$ cat src/rtl/bus_pkg.sv
// Shared bus constants and arbiter state encoding, used by the arbiter and the bus encoder.
package bus_pkg;

    localparam int unsigned NUM_BUS_SRC = 24;
    localparam int unsigned BUS_SEL_W   = 32;
    localparam int unsigned BUS_ID_W    = 5;

    // Holder index reported when nobody drives the bus.
    localparam logic [BUS_ID_W-1:0] BUS_ID_NONE = 5'd31;

    typedef enum logic [1:0] {
        StIdle  = 2'd0,
        StGrant = 2'd1,
        StHold  = 2'd2
    } arb_state_e;

endpackage

$ cat src/rtl/bus_request_arbiter_if.sv
// Request/grant bundle between control logic, the arbiter and the bus encoder.
// master: arbiter side (drives the grant). slave: requester/encoder side.
interface bus_request_arbiter_if
    import bus_pkg::*;
#(
    parameter int unsigned NUM_SRC = NUM_BUS_SRC
) ();

    logic [NUM_SRC-1:0]   req;
    logic                 lock;
    logic [BUS_SEL_W-1:0] grant;
    logic                 grant_en;
    logic [BUS_ID_W-1:0]  grant_id;
    logic                 busy;

    modport master (
        input  req,
        input  lock,
        output grant,
        output grant_en,
        output grant_id,
        output busy
    );

    modport slave (
        output req,
        output lock,
        input  grant,
        input  grant_en,
        input  grant_id,
        input  busy
    );

endinterface

$ cat src/rtl/rr_pick.sv
// Combinational round-robin picker: first set request at or above ptr, wrapping to 0.
module rr_pick
    import bus_pkg::*;
#(
    parameter int unsigned NUM_SRC = NUM_BUS_SRC
) (
    input  logic [NUM_SRC-1:0]  req_i,
    input  logic [BUS_ID_W-1:0] ptr_i,
    output logic [NUM_SRC-1:0]  win_oh_o,
    output logic [BUS_ID_W-1:0] win_id_o,
    output logic                any_o
);

    localparam int unsigned IdxW = (NUM_SRC > 1) ? $clog2(NUM_SRC) : 1;

    // Scan NUM_SRC positions starting at ptr; the first hit wins.
    always_comb begin
        int unsigned idx;
        logic        found;
        idx      = 0;
        found    = 1'b0;
        win_oh_o = '0;
        win_id_o = BUS_ID_NONE;
        for (int unsigned i = 0; i < NUM_SRC; i++) begin
            idx = (32'(ptr_i) + i) % NUM_SRC;
            if (!found && req_i[IdxW'(idx)]) begin
                found                 = 1'b1;
                win_oh_o[IdxW'(idx)]  = 1'b1;
                win_id_o              = BUS_ID_W'(idx);
            end
        end
        any_o = found;
    end

endmodule

$ cat src/rtl/bus_request_arbiter.sv
// Round-robin bus arbiter with bounded lock-based hold; feeds the bus encoder a registered
// one-hot select. Define BUS_ARB_FIXED_PRIO_EN for fixed priority (lowest index wins).
module bus_request_arbiter
    import bus_pkg::*;
#(
    parameter int unsigned NUM_SRC  = NUM_BUS_SRC,
    parameter int unsigned MAX_HOLD = 4
) (
    input logic                   clk,
    input logic                   clr_n,
    bus_request_arbiter_if.master bus
);

    localparam int unsigned IdxW = (NUM_SRC > 1) ? $clog2(NUM_SRC) : 1;

    arb_state_e           state_q, state_d;
    logic [BUS_SEL_W-1:0] grant_q, grant_d;
    logic                 grant_en_q, grant_en_d;
    logic [BUS_ID_W-1:0]  grant_id_q, grant_id_d;
    logic                 busy_q, busy_d;
    logic [3:0]           hold_cnt_q, hold_cnt_d;
    logic                 new_grant;

    logic [NUM_SRC-1:0]   win_oh;
    logic [BUS_ID_W-1:0]  win_id;
    logic                 win_any;
    logic [BUS_ID_W-1:0]  pick_ptr;

`ifdef BUS_ARB_FIXED_PRIO_EN
    // Search always starts at 0, so the lowest requesting index wins.
    assign pick_ptr = '0;
`else
    logic [BUS_ID_W-1:0] ptr_q, ptr_d;

    assign pick_ptr = ptr_q;

    // Pointer moves just past each newly granted source.
    always_comb begin
        ptr_d = ptr_q;
        if (new_grant) begin
            ptr_d = (win_id == BUS_ID_W'(NUM_SRC - 1)) ? '0 : win_id + 1'b1;
        end
    end

    // Round-robin pointer register.
    always_ff @(posedge clk or negedge clr_n) begin
        if (!clr_n) begin
            ptr_q <= '0;
        end else begin
            ptr_q <= ptr_d;
        end
    end
`endif

    rr_pick #(
        .NUM_SRC (NUM_SRC)
    ) u_rr_pick (
        .req_i    (bus.req),
        .ptr_i    (pick_ptr),
        .win_oh_o (win_oh),
        .win_id_o (win_id),
        .any_o    (win_any)
    );

    // Next state: extend a locked grant while under the hold limit, else re-arbitrate or idle.
    always_comb begin
        state_d    = state_q;
        grant_d    = grant_q;
        grant_en_d = grant_en_q;
        grant_id_d = grant_id_q;
        busy_d     = busy_q;
        hold_cnt_d = hold_cnt_q;
        new_grant  = 1'b0;

        unique case (state_q)
            StIdle: begin
                new_grant = win_any;
            end
            StGrant, StHold: begin
                if (bus.lock && bus.req[IdxW'(grant_id_q)] &&
                    (hold_cnt_q < 4'(MAX_HOLD))) begin
                    state_d    = StHold;
                    hold_cnt_d = hold_cnt_q + 4'd1;
                end else if (win_any) begin
                    new_grant = 1'b1;
                end else begin
                    state_d    = StIdle;
                    grant_d    = '0;
                    grant_en_d = 1'b0;
                    grant_id_d = BUS_ID_NONE;
                    busy_d     = 1'b0;
                    hold_cnt_d = '0;
                end
            end
            default: begin
                state_d    = StIdle;
                grant_d    = '0;
                grant_en_d = 1'b0;
                grant_id_d = BUS_ID_NONE;
                busy_d     = 1'b0;
                hold_cnt_d = '0;
            end
        endcase

        if (new_grant) begin
            state_d    = StGrant;
            grant_d    = BUS_SEL_W'(win_oh);
            grant_en_d = 1'b1;
            grant_id_d = win_id;
            busy_d     = 1'b1;
            hold_cnt_d = 4'd1;
        end
    end

    // State and registered outputs; reset drops the grant without waiting for a clock.
    always_ff @(posedge clk or negedge clr_n) begin
        if (!clr_n) begin
            state_q    <= StIdle;
            grant_q    <= '0;
            grant_en_q <= 1'b0;
            grant_id_q <= BUS_ID_NONE;
            busy_q     <= 1'b0;
            hold_cnt_q <= '0;
        end else begin
            state_q    <= state_d;
            grant_q    <= grant_d;
            grant_en_q <= grant_en_d;
            grant_id_q <= grant_id_d;
            busy_q     <= busy_d;
            hold_cnt_q <= hold_cnt_d;
        end
    end

    assign bus.grant    = grant_q;
    assign bus.grant_en = grant_en_q;
    assign bus.grant_id = grant_id_q;
    assign bus.busy     = busy_q;

endmodule

$ cat src/flat_wrapper.sv
// flat-port wrapper written by rule: the top's interface ports become plain ports
module bus_request_arbiter_flat import bus_pkg::*;
#(
    parameter int unsigned NUM_SRC  = NUM_BUS_SRC,
    parameter int unsigned MAX_HOLD = 4
)
  (clk, clr_n, bus_req, bus_lock, bus_grant, bus_grant_en, bus_grant_id, bus_busy);
  bus_request_arbiter_if #(.NUM_SRC(NUM_SRC)) bus_i ();
  input logic clk;
  input logic clr_n;
  input wire logic [$bits(bus_i.req)-1:0] bus_req;
  input wire logic [$bits(bus_i.lock)-1:0] bus_lock;
  output wire logic [$bits(bus_i.grant)-1:0] bus_grant;
  output wire logic [$bits(bus_i.grant_en)-1:0] bus_grant_en;
  output wire logic [$bits(bus_i.grant_id)-1:0] bus_grant_id;
  output wire logic [$bits(bus_i.busy)-1:0] bus_busy;
  assign bus_i.req = bus_req;
  assign bus_i.lock = bus_lock;
  assign bus_grant = bus_i.grant;
  assign bus_grant_en = bus_i.grant_en;
  assign bus_grant_id = bus_i.grant_id;
  assign bus_busy = bus_i.busy;
  bus_request_arbiter #(.NUM_SRC(NUM_SRC), .MAX_HOLD(MAX_HOLD)) u_core (.clk(clk), .clr_n(clr_n), .bus(bus_i));
endmodule
$ cat config.mk
export PLATFORM = sky130hd
export DESIGN_NAME = bus_request_arbiter_flat
export DESIGN_NICKNAME = d
export VERILOG_FILES = /design/src/rtl/bus_pkg.sv /design/src/rtl/bus_request_arbiter_if.sv /design/src/rtl/rr_pick.sv /design/src/rtl/bus_request_arbiter.sv /design/src/flat_wrapper.sv
export SDC_FILE = /design/constraint.sdc
export NUM_CORES = 1
export LEC_CHECK = 0
export BUFFER_PORTS_ARGS = -buffer_cell sky130_fd_sc_hd__clkbuf_2
export CAP_MARGIN = 10
export CORE_ASPECT_RATIO = 1.1
export CORE_UTILIZATION = 41
export CTS_CLUSTER_SIZE = 8
export DETAILED_ROUTE_END_ITERATION = 10
export PLACE_DENSITY = 0.6
export REMOVE_ABC_BUFFERS = 1
export SYNTH_ARGS = -nofsm -noshare
export SYNTH_HDL_FRONTEND = slang
export SYNTH_SLANG_ARGS = --single-unit
export TNS_END_PERCENT = 1
$ cat constraint.sdc
create_clock -name clk -period 7.9 [get_ports clk]
set_input_delay 1.58 -clock clk [delete_from_list [all_inputs] [get_ports clk]]
set_output_delay 1.58 -clock clk [all_outputs]
set_load 0.01 [all_outputs]
==> key figures, run 1 <==
STA
  – RSZ-0062 raised after global routing: false
  – Crit share post-route: 88.4%
  – Maximum clock frequency: 0.143 GHz
  – Finish-stage setup viols: 0
  – Final Max Tran Viols: 0
  – Clock Skews: 0.00462 ns
  – Slew headroom: 21.1%
  – Least-Margin Pin Slew: 1.17 ns
  – Setup slack after layout: 0.917 ns
  – Fin. Hold Viols: 0
  – Final min period: 6.98 ns

Drt
  – Drt initial violations: 2,045
  – Vias per inst: 7.20
  – Vias after detailed routing: 14,100
  – First-pass iteration count of the detailed router: 7
  – Total Wirelength: 58,100 um
  – DR WL/cell: 29.7 um
  – Residual DRC: 0
  – Post-route ant nets: 0

Global route
  – Number of global-route vias before repair: 13,100
  – Initial antenna violation count: 1
  – Largest net degree at the start of global routing: 50
  – Grt ovf: 0
  – All-Layer GR Usage: 40.5%
  – First-pass GRT wire length: 86,400 um

Final layout
  – Nets: 1,673
  – Final instance area: 12,400 um2
  – Fin cells: 1,959
  – Fillers: 2,857
  – Share of layout cells above drive strength 1: 18.6%
  – P&R area growth vs syn: 8.26%
  – Commonest non-fill, non-tap cells in the layout: nand2_1 (148), a21oi_1 (120), nor2_1 (115)
  – Most common cell after layout, fill and taps aside: nand2_1

Placed design
  – Inst Count DP: 1,949
  – Port bufs: 57
  – Placer Congestion: 1.14
  – Cell Area, Placed: 12,200 um2
  – Final HPWL DP: 45,100 um
  – Setup WS pre-CTS: 1.28 ns

Setup path
  – Worst reg2reg path depth: 21
  – Worst Setup SP: u_core.pick_ptr[4]
  – Startpoint types: flop
  – R2r startpoint: u_core.pick_ptr[4]
  – Arrival @ worst endpoint: 7.18 ns
  – Critical Path Fanout Max: 39
  – Worst r2r dst: u_core.bus.grant[22]
  – Crit path capture type: flop
  – Crit Path Class: reg2reg
  – Worst R2R Setup Slack: 0.92 ns
  – CP required: 8.09 ns

Clock network
  – Clock latency on the worst-skew pair: 0.31 ns
  – CTS Hold Bufs: 0
  – Max clock buf depth: 2
  – Root Buffer: clkbuf_16
  – Post-CTS Setup Bufs: 0
  – Sink Count: 41
  – Post-CTS resize count: 0
  – Htree depth: 2
  – CTS tree: yes
  – TritonCTS buffer count: 5
  – CTS clk-pin slew, worst paths: 0.07 ns

Floorplan
  – FP Rows: 63
  – Vert. Die Dim: 177 um
  – Core area: 27,200 um2
  – DIE AREA: 28,600 um2
  – Initial Util: 42.1%
  – Boundary Pins: 66
  – Die X: 161 um

Synthesis
  – Top_reg_cell synth: dfrtp_1
  – Syn_area_per_cell: 7.31 um2
  – Synth cell types: 113
  – Mapped Cells: 1,566
  – Post-synth EDFFs: 0
  – Asr flop ratio synth: 100%
  – Synthesis-stage register bit count: 41
  – Cell Area, Synth: 11,400 um2
  – YS warnings: 0
  – Sequential element share of the synthesized area: 9.02%

Hold path
  – WHS Endpoint: u_core.bus.grant[11]
  – HP Start: u_core.bus.grant[11]
  – Hold Path Class: reg2reg
  – Hold path depth: 2

Flow run
  – Max_cap viols: 0

Outcome
  – Outcome: completed
[cell usage after synthesis (7+ instances only)]
cell | number | share of area, %
nand3_1 | 69 | 3.0
a22oi_1 | 21 | 1.4
buf_4 | 19 | 1.2
a22o_1 | 18 | 1.4
dfrtp_1 | 36 | 7.9
a31oi_1 | 21 | 1.1
or4_1 | 7 | 0.46
a32oi_1 | 14 | 1.1
o22ai_1 | 14 | 0.76
a21oi_2 | 7 | 0.54
a21oi_1 | 120 | 5.2
o31a_1 | 9 | 0.69
a21boi_0 | 7 | 0.46
a21o_1 | 19 | 1.2
nor3_1 | 62 | 2.7
a211oi_1 | 15 | 0.98
and3b_1 | 9 | 0.69
buf_2 | 41 | 1.8
or3_1 | 10 | 0.55
xnor2_1 | 20 | 1.5
nor2b_1 | 27 | 1.5
o21a_1 | 14 | 0.92
nor4_1 | 20 | 1.1
nand4_1 | 33 | 1.8
o21ai_1 | 13 | 0.57
and3_1 | 15 | 0.82
o2111ai_1 | 7 | 0.54
nand2_1 | 148 | 4.9
mux2_2 | 21 | 2.1
nand2b_1 | 20 | 1.1
o21ai_0 | 85 | 3.7
o211ai_1 | 26 | 1.7
ha_1 | 46 | 5.0
a221oi_1 | 15 | 1.1
o31ai_1 | 9 | 0.59
mux2i_1 | 52 | 4.5
nand3b_1 | 11 | 0.72
nor2_1 | 115 | 3.8
mux4_2 | 36 | 7.1
clkbuf_1 | 52 | 1.7
nor3b_1 | 7 | 0.46
a21bo_2 | 7 | 0.61
inv_1 | 54 | 1.8
and2_1 | 10 | 0.55
[per-layer routing]
layer	global-route usage [%]	routed length (um)	part of all wire (%)
met1	49.4	22000	38
met2	63.0	25300	43
met3	10.3	6400	11
met4	27.1	4470	7.7
met5	0	12	0.021
[logic make-up after synthesis]
logic type | after synthesis | share of synthesized area, %
multiplexers | 112 | 14.2
AND/OR/NAND/NOR | 614 | 28.5
buffers and inverters | 183 | 7.46
other | 1 | 0.0328
flip-flops | 41 | 9.02
XOR/XNOR | 29 | 2.61
adder cells (fa/ha/maj) | 46 | 5.03
AO/OA/AOI/OAI | 540 | 33.1
[worst max-delay path by stage]
stage / depth (start not counted) / to / slack (ns)
floorplan: 21 / u_core.pick_ptr[4] / -0.59
CTS: 21 / u_core.bus.grant[22] / 1.25
global placement: 24 / u_core.pick_ptr[3] / 0.97
finish: 21 / u_core.bus.grant[22] / 0.92
detailed placement: 21 / u_core.bus.grant[22] / 1.28
global route: 25 / u_core.pick_ptr[3] / 0.73
[stage by stage]
stage | hold slack (ns) | setup TNS (ns) | utilization (%)
4_1_cts | 0.490 | 0 | 45.5
3_5_place_dp | 0.472 | 0 | 44.9
6_report | 0.482 | 0 | 45.6
3_3_place_gp | 0.460 | 0 | 44.9
5_1_grt | 0.511 | 0 | 45.6
2_1_floorplan | 0.452 | -10.97 | -
[registers in the layout (all words and copies together) (netlist names)]
| register | flops |
|---|---|
| u_core.pick_ptr | 5 |
| u_core.hold_cnt_q | 4 |
| u_core.bus.grant_id | 5 |
| u_core.bus.grant_en | 1 |
| u_core.state_q | 2 |
| u_core.bus.grant | 24 |
[worst max-delay path: stages (launching register included)]
cell and delay [ns]:
dfrtp_2 0.82, inv_1 0.57, ha_1 0.37, buf_4 0.25
a21oi_1 0.28, inv_1 0.11, ha_1 0.30, nor2b_1 0.17
o2bb2ai_1 0.10, o31ai_1 0.97, nor3b_1 0.60, a21oi_1 0.08
buf_4 0.21, nand2_1 0.22, nor4_4 0.06, buf_4 0.18
a2bb2oi_1 0.26, a21boi_1 0.43, a21oi_2 0.14, a222oi_1 0.35
o211ai_1 0.14, a22o_1 0.20
[final cells by class]
type | count | area [um2] | area share, %
clock inverter | 3 | 17.5 | 0.141
antenna | 1 | 2.50 | 0.0202
inverter | 61 | 229 | 1.85
timing repair buffer | 142 | 940 | 7.58
clock buffer | 5 | 125 | 1.01
sequential | 41 | 1040 | 8.38
multi-input combinational | 1349 | 9600 | 77.4
tap | 357 | 447 | 3.60
Power of run 1 is left out: the tool's default activity adds up to more than one toggle a clock period on the data nets, which glitch-free logic cannot reach.
==> run 2: changes to the inputs <==
--- a/config.mk
+++ b/config.mk
@@ -11,7 +11,7 @@
 export CORE_UTILIZATION = 41
 export CTS_CLUSTER_SIZE = 8
 export DETAILED_ROUTE_END_ITERATION = 10
-export PLACE_DENSITY = 0.6
+export PLACE_DENSITY_LB_ADDON = 0.2
 export REMOVE_ABC_BUFFERS = 1
 export SYNTH_ARGS = -nofsm -noshare
 export SYNTH_HDL_FRONTEND = slang
==> key figures, run 2 (synthesized netlist as in run 1, its figures left out) <==
Setup path
  – Startpoint types: flop
  – Critical Path Fanout Max: 20
  – Crit path capture type: flop
  – Crit Path Class: reg2reg
  – Arrival @ worst endpoint: 7.32 ns
  – CP required: 8.05 ns

Clock network
  – CTS tree: yes
  – Clock latency on the worst-skew pair: 0.32 ns
  – CTS Hold Bufs: 0
  – Sink Count: 41
  – Root Buffer: clkbuf_16
  – Post-CTS Setup Bufs: 0
  – Htree depth: 2
  – Max clock buf depth: 2
  – Post-CTS resize count: 0
  – TritonCTS buffer count: 5
  – CTS clk-pin slew, worst paths: 0.08 ns

Floorplan
  – Vert. Die Dim: 177 um
  – DIE AREA: 28,600 um2
  – Boundary Pins: 66
  – FP Rows: 63
  – Initial Util: 42.1%
  – Die X: 161 um
  – Core area: 27,200 um2

Final layout
  – Nets: 1,669
  – Share of layout cells above drive strength 1: 18.5%
  – Sequential cell area: 1040 um2
  – Max reg flops: 24
  – Most common cell after layout, fill and taps aside: nand2_1
  – Commonest non-fill, non-tap cells in the layout: nand2_1 (148), a21oi_1 (120), nor2_1 (115)
  – Fin cells: 1,956
  – Fillers: 2,850
  – Area of the multi-input gates: 9600 um2
  – P&R area growth vs syn: 8.09%

Placed design
  – Final HPWL DP: 45,900 um
  – Port bufs: 57
  – Inst Count DP: 1,945
  – Placer Congestion: 1.09

Global route
  – Largest net degree at the start of global routing: 57
  – First-pass GRT wire length: 85,900 um
  – Routing usage on met3: 8.22%
  – GR peak layer: met2
  – Initial antenna violation count: 1
  – Met2 Usage GRT: 63.6%
  – Met1 Usage GRT: 49.8%
  – Grt ovf: 0
  – Number of global-route vias before repair: 13,200
  – All-Layer GR Usage: 40.6%

STA
  – Finish-stage setup viols: 0
  – RSZ-0062 raised after global routing: false
  – Final Max Tran Viols: 0
  – Crit share post-route: 90.7%
  – Maximum clock frequency: 0.140 GHz
  – Least-Margin Pin Slew: 1.26 ns
  – Fin. Hold Viols: 0
  – Final min period: 7.17 ns
  – Clock Skews: 0.0159 ns
  – Slew headroom: 15.4%

Drt
  – DR WL/cell: 29.6 um
  – Post-route ant nets: 0
  – Total Wirelength: 57,800 um
  – Vias after detailed routing: 14,000
  – Vias per inst: 7.15
  – First-pass iteration count of the detailed router: 7
  – Drt initial violations: 1,432
  – Residual DRC: 0

Flow run
  – Max_cap viols: 0

Hold path
  – Hold Path Class: reg2reg

Outcome
  – Outcome: completed
-- run 2: metal layers --
layer  up-vias  routed length (um)
met1      6685               22400
met2       933               25200
met3       255                5510
met4         0                4690
met5         -                   0
li1       6108                   -
-- run 2: cell type report --
cell class,count,area share (%)
diodes,2,0.0404
clock buffers,5,1.01
clock inverters,3,0.233
inverters,61,1.85
multi-input cells,1349,77.5
flip-flops and latches,41,8.39
well taps,357,3.61
repair buffers,138,7.32
-- run 2: final timing paths --
| path | from | endpoint | slack (ns) | cells past startpoint |
|---|---|---|---|---|
| worst max-delay path | u_core.pick_ptr[2] | u_core.pick_ptr[3] | 0.73 | 17 |
| worst min-delay path | u_core.bus.grant[17] | u_core.bus.grant[17] | 0.49 | 1 |
| worst max register to register | u_core.pick_ptr[2] | u_core.pick_ptr[3] | 0.73 | 17 |
| worst min register to register | u_core.bus.grant[17] | u_core.bus.grant[17] | 0.49 | 1 |
| max in group asynchronous | clr_n | u_core.pick_ptr[3] | 6.01 | 2 |
| min in group asynchronous | clr_n | u_core.bus.grant[3] | 1.07 | 1 |
-- run 2: critical path, cell delays in order, from the launching register on --
cell and delay (ns):
dfrtp_2 0.46, inv_1 0.44, ha_1 0.80, nor2b_1 0.50
o2111ai_1 0.27, a211o_1 0.35, o21ai_0 0.52, nand2_1 0.33
a21oi_4 0.41, nand2_2 0.31, nor4b_1 0.93, a21oi_1 0.10
nand4_1 0.16, a21o_1 0.17, nand4_1 0.19, a221oi_2 0.44
o21ai_0 0.14, o21ai_1 0.45
-- run 2: through the flow --
stage                     hold WS (ns)  utilization [%]  setup slack, ns  area, um2  setup TNS, ns
after floorplan                  0.452                -           -0.591      10800         -10.97
after global placement           0.458             44.9            0.872      12200              0
after detailed placement         0.471             44.9            0.942      12200              0
after CTS                        0.489             45.5            0.919      12400              0
after global routing             0.520             45.5            0.607      12400              0
final                            0.487             45.5            0.735      12400              0
Power of run 2 is left out for the same reason.
